$ cat src/rtl/spi_wb_slave_if.sv
// spi_wb_slave_if: Wishbone classic single-cycle bus between master and the SPI register block.
interface spi_wb_slave_if;
    logic        cyc_in;
    logic        stb_in;
    logic        we_in;
    logic [4:0]  addr_in;
    logic [31:0] data_in;
    logic [3:0]  sel_in;
    logic [31:0] data_out;
    logic        ack_out;
    modport master (
        output cyc_in, stb_in, we_in, addr_in, data_in, sel_in,
        input  data_out, ack_out
    );
    modport slave (
        input  cyc_in, stb_in, we_in, addr_in, data_in, sel_in,
        output data_out, ack_out
    );
endinterface

$ cat src/rtl/spi_wb_slave.sv
// spi_wb_slave: Wishbone register block holding SPI config/tx data, launching the shifter and capturing rx.
module spi_wb_slave #(
    parameter int          SS_NB     = 8,
    parameter logic [15:0] DIV_RESET = 16'h0000
) (
    input  logic              clk_in,
    input  logic              rst_in,
    spi_wb_slave_if.slave     wb,
    output logic              int_out,
    input  logic              done_in,
    input  logic [31:0]       rx_data_in,
    output logic              go_out,
    output logic [31:0]       tx_data_out,
    output logic [5:0]        char_len_out,
    output logic              rx_neg_out,
    output logic              tx_neg_out,
    output logic              lsb_out,
    output logic [15:0]       divider_out,
    output logic [SS_NB-1:0]  ss_out
);
    localparam logic [13:0] CTRL_MASK = 14'h3E3F;
    function automatic logic [31:0] merge(input logic [31:0] o, input logic [31:0] n, input logic [3:0] s);
        for (int b = 0; b < 4; b++) merge[8*b +: 8] = s[b] ? n[8*b +: 8] : o[8*b +: 8];
    endfunction
    logic              ack_q, ack_d, go_q, go_d, int_q, int_d;
    logic [31:0]       tx_q, tx_d, rx_q, rx_d, dat_q, dat_d;
    logic [13:0]       ctrl_q, ctrl_d;
    logic [15:0]       div_q, div_d;
    logic [SS_NB-1:0]  ss_q, ss_d;
    logic              acc, wr, rd;
    logic [2:0]        idx;
    logic [31:0]       ctrl_rd, ctrl_wr, div_wr, ss_wr, rd_mux;
    logic              unused_bits;
    assign acc = wb.cyc_in & wb.stb_in & ~ack_q;
    assign wr  = acc & wb.we_in;
    assign rd  = acc & ~wb.we_in;
    assign idx = wb.addr_in[4:2];
    // CTRL bit 8 is not stored: it always reflects the live go flag
    assign ctrl_rd = {18'b0, ctrl_q[13:9], go_q, ctrl_q[7:0]};
    assign ctrl_wr = merge(ctrl_rd, wb.data_in, wb.sel_in);
    assign div_wr  = merge({16'b0, div_q}, wb.data_in, wb.sel_in);
    assign ss_wr   = merge({{(32-SS_NB){1'b0}}, ss_q}, wb.data_in, wb.sel_in);
    assign unused_bits = ^{wb.addr_in[1:0], ctrl_q[8], ctrl_wr[31:14], div_wr[31:16], ss_wr[31:SS_NB]};
    always_comb begin
        tx_d   = (wr && idx == 3'd1 && !go_q) ? merge(tx_q, wb.data_in, wb.sel_in) : tx_q;
        ctrl_d = (wr && idx == 3'd2 && !go_q) ? ctrl_wr[13:0] & CTRL_MASK : ctrl_q;
        div_d  = (wr && idx == 3'd3 && !go_q) ? div_wr[15:0] : div_q;
        ss_d   = (wr && idx == 3'd4) ? ss_wr[SS_NB-1:0] : ss_q;
        go_d   = go_q ? ~done_in : (wr && idx == 3'd2 && ctrl_wr[8]);
        rx_d   = done_in ? rx_data_in : rx_q;
        int_d  = (done_in & ctrl_q[12]) | (int_q & ~acc);
        ack_d  = acc;
        rd_mux = idx == 3'd0 ? rx_q :
                 idx == 3'd1 ? tx_q :
                 idx == 3'd2 ? ctrl_rd :
                 idx == 3'd3 ? {16'b0, div_q} :
                 idx == 3'd4 ? {{(32-SS_NB){1'b0}}, ss_q} : 32'b0;
        dat_d  = rd ? rd_mux : 32'b0;
    end
    always_ff @(posedge clk_in) begin
        if (rst_in) begin
            ack_q  <= 1'b0;
            dat_q  <= '0;
            int_q  <= 1'b0;
            go_q   <= 1'b0;
            tx_q   <= '0;
            rx_q   <= '0;
            ctrl_q <= '0;
            div_q  <= DIV_RESET;
            ss_q   <= '0;
        end else begin
            ack_q  <= ack_d;
            dat_q  <= dat_d;
            int_q  <= int_d;
            go_q   <= go_d;
            tx_q   <= tx_d;
            rx_q   <= rx_d;
            ctrl_q <= ctrl_d;
            div_q  <= div_d;
            ss_q   <= ss_d;
        end
    end
    assign wb.ack_out   = ack_q;
    assign wb.data_out  = dat_q;
    assign int_out      = int_q;
    assign go_out       = go_q;
    assign tx_data_out  = tx_q;
    assign char_len_out = ctrl_q[5:0];
    assign rx_neg_out   = ctrl_q[9];
    assign tx_neg_out   = ctrl_q[10];
    assign lsb_out      = ctrl_q[11];
    assign divider_out  = div_q;
    assign ss_out       = ctrl_q[13] ? ss_q & {SS_NB{go_q}} : ss_q;
endmodule

$ cat src/flat_wrapper.sv
// flat-port wrapper written by rule: the top's interface ports become plain ports
module spi_wb_slave_flat 
#(
    parameter int          SS_NB     = 8,
    parameter logic [15:0] DIV_RESET = 16'h0000
)
  (clk_in, rst_in, int_out, done_in, rx_data_in, go_out, tx_data_out, char_len_out, rx_neg_out, tx_neg_out, lsb_out, divider_out, ss_out, wb_cyc_in, wb_stb_in, wb_we_in, wb_addr_in, wb_data_in, wb_sel_in, wb_data_out, wb_ack_out);
  spi_wb_slave_if wb_i ();
  input  logic clk_in;
  input  logic rst_in;
  output logic int_out;
  input  logic done_in;
  input  logic [31:0] rx_data_in;
  output logic go_out;
  output logic [31:0] tx_data_out;
  output logic [5:0] char_len_out;
  output logic rx_neg_out;
  output logic tx_neg_out;
  output logic lsb_out;
  output logic [15:0] divider_out;
  output logic [SS_NB-1:0] ss_out;
  input wire logic [$bits(wb_i.cyc_in)-1:0] wb_cyc_in;
  input wire logic [$bits(wb_i.stb_in)-1:0] wb_stb_in;
  input wire logic [$bits(wb_i.we_in)-1:0] wb_we_in;
  input wire logic [$bits(wb_i.addr_in)-1:0] wb_addr_in;
  input wire logic [$bits(wb_i.data_in)-1:0] wb_data_in;
  input wire logic [$bits(wb_i.sel_in)-1:0] wb_sel_in;
  output wire logic [$bits(wb_i.data_out)-1:0] wb_data_out;
  output wire logic [$bits(wb_i.ack_out)-1:0] wb_ack_out;
  assign wb_i.cyc_in = wb_cyc_in;
  assign wb_i.stb_in = wb_stb_in;
  assign wb_i.we_in = wb_we_in;
  assign wb_i.addr_in = wb_addr_in;
  assign wb_i.data_in = wb_data_in;
  assign wb_i.sel_in = wb_sel_in;
  assign wb_data_out = wb_i.data_out;
  assign wb_ack_out = wb_i.ack_out;
  spi_wb_slave #(.SS_NB(SS_NB), .DIV_RESET(DIV_RESET)) u_core (.clk_in(clk_in), .rst_in(rst_in), .wb(wb_i), .int_out(int_out), .done_in(done_in), .rx_data_in(rx_data_in), .go_out(go_out), .tx_data_out(tx_data_out), .char_len_out(char_len_out), .rx_neg_out(rx_neg_out), .tx_neg_out(tx_neg_out), .lsb_out(lsb_out), .divider_out(divider_out), .ss_out(ss_out));
endmodule
$ cat config.mk
export PLATFORM = sky130hd
export DESIGN_NAME = spi_wb_slave_flat
export DESIGN_NICKNAME = d
export VERILOG_FILES = /design/src/rtl/spi_wb_slave_if.sv /design/src/rtl/spi_wb_slave.sv /design/src/flat_wrapper.sv
export SDC_FILE = /design/constraint.sdc
export NUM_CORES = 1
export LEC_CHECK = 0
export CORE_UTILIZATION = 41
export CTS_CLUSTER_DIAMETER = 150
export DETAILED_ROUTE_END_ITERATION = 10
export PLACE_DENSITY = 0.85
export SLEW_MARGIN = 40
export SYNTH_ARGS = -nofsm -noshare
export SYNTH_HDL_FRONTEND = slang
export SYNTH_SLANG_ARGS = --single-unit
$ cat constraint.sdc
create_clock -name clk_in -period 1.8 [get_ports clk_in]
set_clock_uncertainty 0.15 [all_clocks]
set_input_delay 0.27 -clock clk_in [delete_from_list [all_inputs] [get_ports clk_in]]
set_output_delay 0.27 -clock clk_in [all_outputs]
set_load 0.1 [all_outputs]
==> flow_summary.yaml <==
die:
  die_w_um: 115
  core_area_um2: 12300
  core.rowCount: 40
  die_h_um: 115
  die-area_um2: 13300
  ioPinCount: 179
  start_util_pct: 42.9
pwr:
  switching_share_pct: 21.8
  clkPwrFrac_pct: 50.6
  p_leak_nw: 3.90
  p_sw_mw: 1.65
  p_int_mw: 5.92
  powerDensity_nw_per_um2: 813
  peakVddDrop_v: 0.000597
  combPwrFrac_pct: 9.0
  p_seq_share_pct: 40.3
layout:
  drive_above_1_share_pct: 29.2
  fill_cells: 735
  fin_cells: 903
  area_growth_syn_to_layout_pct: 77.3
  final_nets: 800
  stdcell_area_um2: 9320
  seqCellArea_um2: 2690
  multi_input_area_um2: 2490
synthesis:
  synth_area_per_cell_um2: 10.1
  synth_edf_count: 0
  synthMostInstantiatedCell: "nor2_1"
  synthCells: 522
  syn-num-nets: 601
  yosys_most_used_dff: "dfxtp_1"
  async_reset_ff_share_pct: 0
  synth_area_leader_cell: "dfxtp_1"
  synth-seq-cells: 134
  yosys_warnings: 0
  synth_top_area_share_pct: 51.0
  syn-cell-area_um2: 5260
  synthTopCellsByCount: "nor2_1, dfxtp_1, mux2i_1"
  synth_cell_types: 37
  synth.area.top_cells: "dfxtp_1, mux2i_1, nor2_1"
  ys_seq_area_share_pct: 51.0
outcome:
  failed_checks: "negative setup slack"
  status: "finished, violations left"
critical_path:
  arrival_ns: 1.44
  crit_type: "reg2out"
  cp_max_fo: 8
  cp-start-kind: "flip-flop"
  cp-end-kind: "primary output"
  worstPathRequired_ns: 1.38
run:
  drv_cap: 0
drt:
  drc_errors: 0
  drt-initial-drc-count: 311
  vias: 4774
  avgViaCountPerCell: 5.29
  drt_wl_total_um: 17300
  first_pass_iters: 5
  detail_route.wl_per_cell_um: 19.2
  antenna_left: 0
timing:
  holdWs_ns: 0.122
  fmax_ghz: 0.537
  final_max_slew_viol_count: 0
  rsz0062_at_grt: "true"
  slew_headroom_pct: 60.7
  finalHoldViolCount: 0
  tightestPinTransition_ns: 0.589
  setup_ws_ns: -0.0621
  finalCritPeriodShare_pct: 103
  period_needed_ns: 1.86
  finalSetupViolations: 9
placed_design:
  io_buffers: 176
  gp_congestion: 0.839
  placed_cell_area_um2: 8480
  place_inst: 865
  place_ws_ns: -0.466
  dp_hpwl_um: 12100
cts:
  htreeDepth: 4
  numCtsBuffers: 17
  clock_latency_ns: 0.42
  cts_buffer_depth: 2
  cts_hold_buf: 0
  clock_sinks: 134
  path_clk_slew_ns: 0.06
  root_buffer: "clkbuf_16"
  cts_tree: "yes"
global_routing:
  grt_remaining_overflow: 0
  grt_pass1_wl_um: 27400
  grt_max_degree: 57
  grt_pass1_vias: 5214
  antenna_found_initial: 1
  track_usage_pct: 27.5
min_path:
  hold_path_class: "in2reg"
sequential cells by signal (all words and copies together) (netlist names):
name and cells:
u_core.rx_q 32, u_core.tx_data_out 32, u_core.wb.data_out 32, u_core.divider_out 16
u_core.ctrl_q 11, u_core.ss_q 8, u_core.go_out 1, u_core.int_out 1
u_core.wb.ack_out 1
cells in the final DEF, fill, tap and decap left out, types with 5 or more instances in the layout:
master	Yosys	routed
dfxtp_1	134	132
buf_12	0	111
and2_4	0	8
clkbuf_16	0	17
a211oi_1	12	12
buf_4	6	28
bufinv_16	0	5
a22oi_1	19	19
buf_6	1	7
mux2i_1	111	106
a2bb2oi_1	6	6
nor2_1	142	141
clkdlybuf4s50_1	0	70
kinds of logic after synthesis:
logic type,Yosys count,synth area share (%)
AND/OR/NAND/NOR,184,16.3
AO/OA/AOI/OAI,50,7.62
multiplexers,111,21.1
buffers and inverters,43,3.93
flip-flops,134,51.0
layer usage:
layer / track usage, % / share of wire, % / vias to the layer above
met3: 7.27 / 6.0 / 50
met4: 15.4 / 3.4 / 0
met1: 29.1 / 38 / 2316
met2: 49.4 / 53 / 205
met5: 0 / 0 / -
li1: - / - / 2203
through the flow:
stage | setup TNS [ns] | power, mW | util, %
detailed placement | -33.92 | 3.77 | 69.1
finish | -0.385 | 7.58 | 76.0
CTS | -0.433 | 7.59 | 75.2
global route | -1.81 | 7.79 | 76.0
global placement | -25.70 | 3.74 | 69.1
floorplan | -0.0184 | 3.41 | -
area by class of cell:
cell class	count	area share, %
clock inverters	12	2.14
inverters	2	0.0806
flip-flops and latches	134	28.9
diodes	1	0.0269
clock buffers	20	5.01
repair buffers	221	34.9
multi-input cells	345	26.7
well taps	168	2.26
critical path, cell delays in order (launching register included):
cell and delay [ns]:
dfxtp_4 0.37, buf_6 0.09, nand2b_4 0.19, and2_4 0.19, buf_12 0.17
repair_timing:
action | in CTS | in global routing
buffers inserted | 4 | 1
resized for setup | 20 | 18
endpoints found under the setup margin | 26 | 77
pin swaps | 12 | 7
final timing paths:
path / depth (start not counted) / startpoint / end / slack (ns)
worst min-delay path: 3 / rst_in / u_core.wb.data_out[1] / 0.12
worst max-delay path: 4 / u_core.go_out / ss_out[7] / -0.06
worst min register to register: 2 / u_core.rx_q[19] / u_core.rx_q[19] / 0.35
worst max register to register: 7 / u_core.go_out / u_core.tx_data_out[10] / -0.01
power by group through the flow:
stage          Sequential, mW  Combinational [mW]  Clock [mW]
5_1_grt                  3.06               0.725        4.01
4_1_cts                  3.06               0.667        3.87
3_3_place_gp             3.11               0.630           0
6_report                 3.06               0.685        3.84
2_1_floorplan            3.16               0.250           0
3_5_place_dp             3.12               0.651           0
No activity file was read; power rests on OpenSTA's default activity.
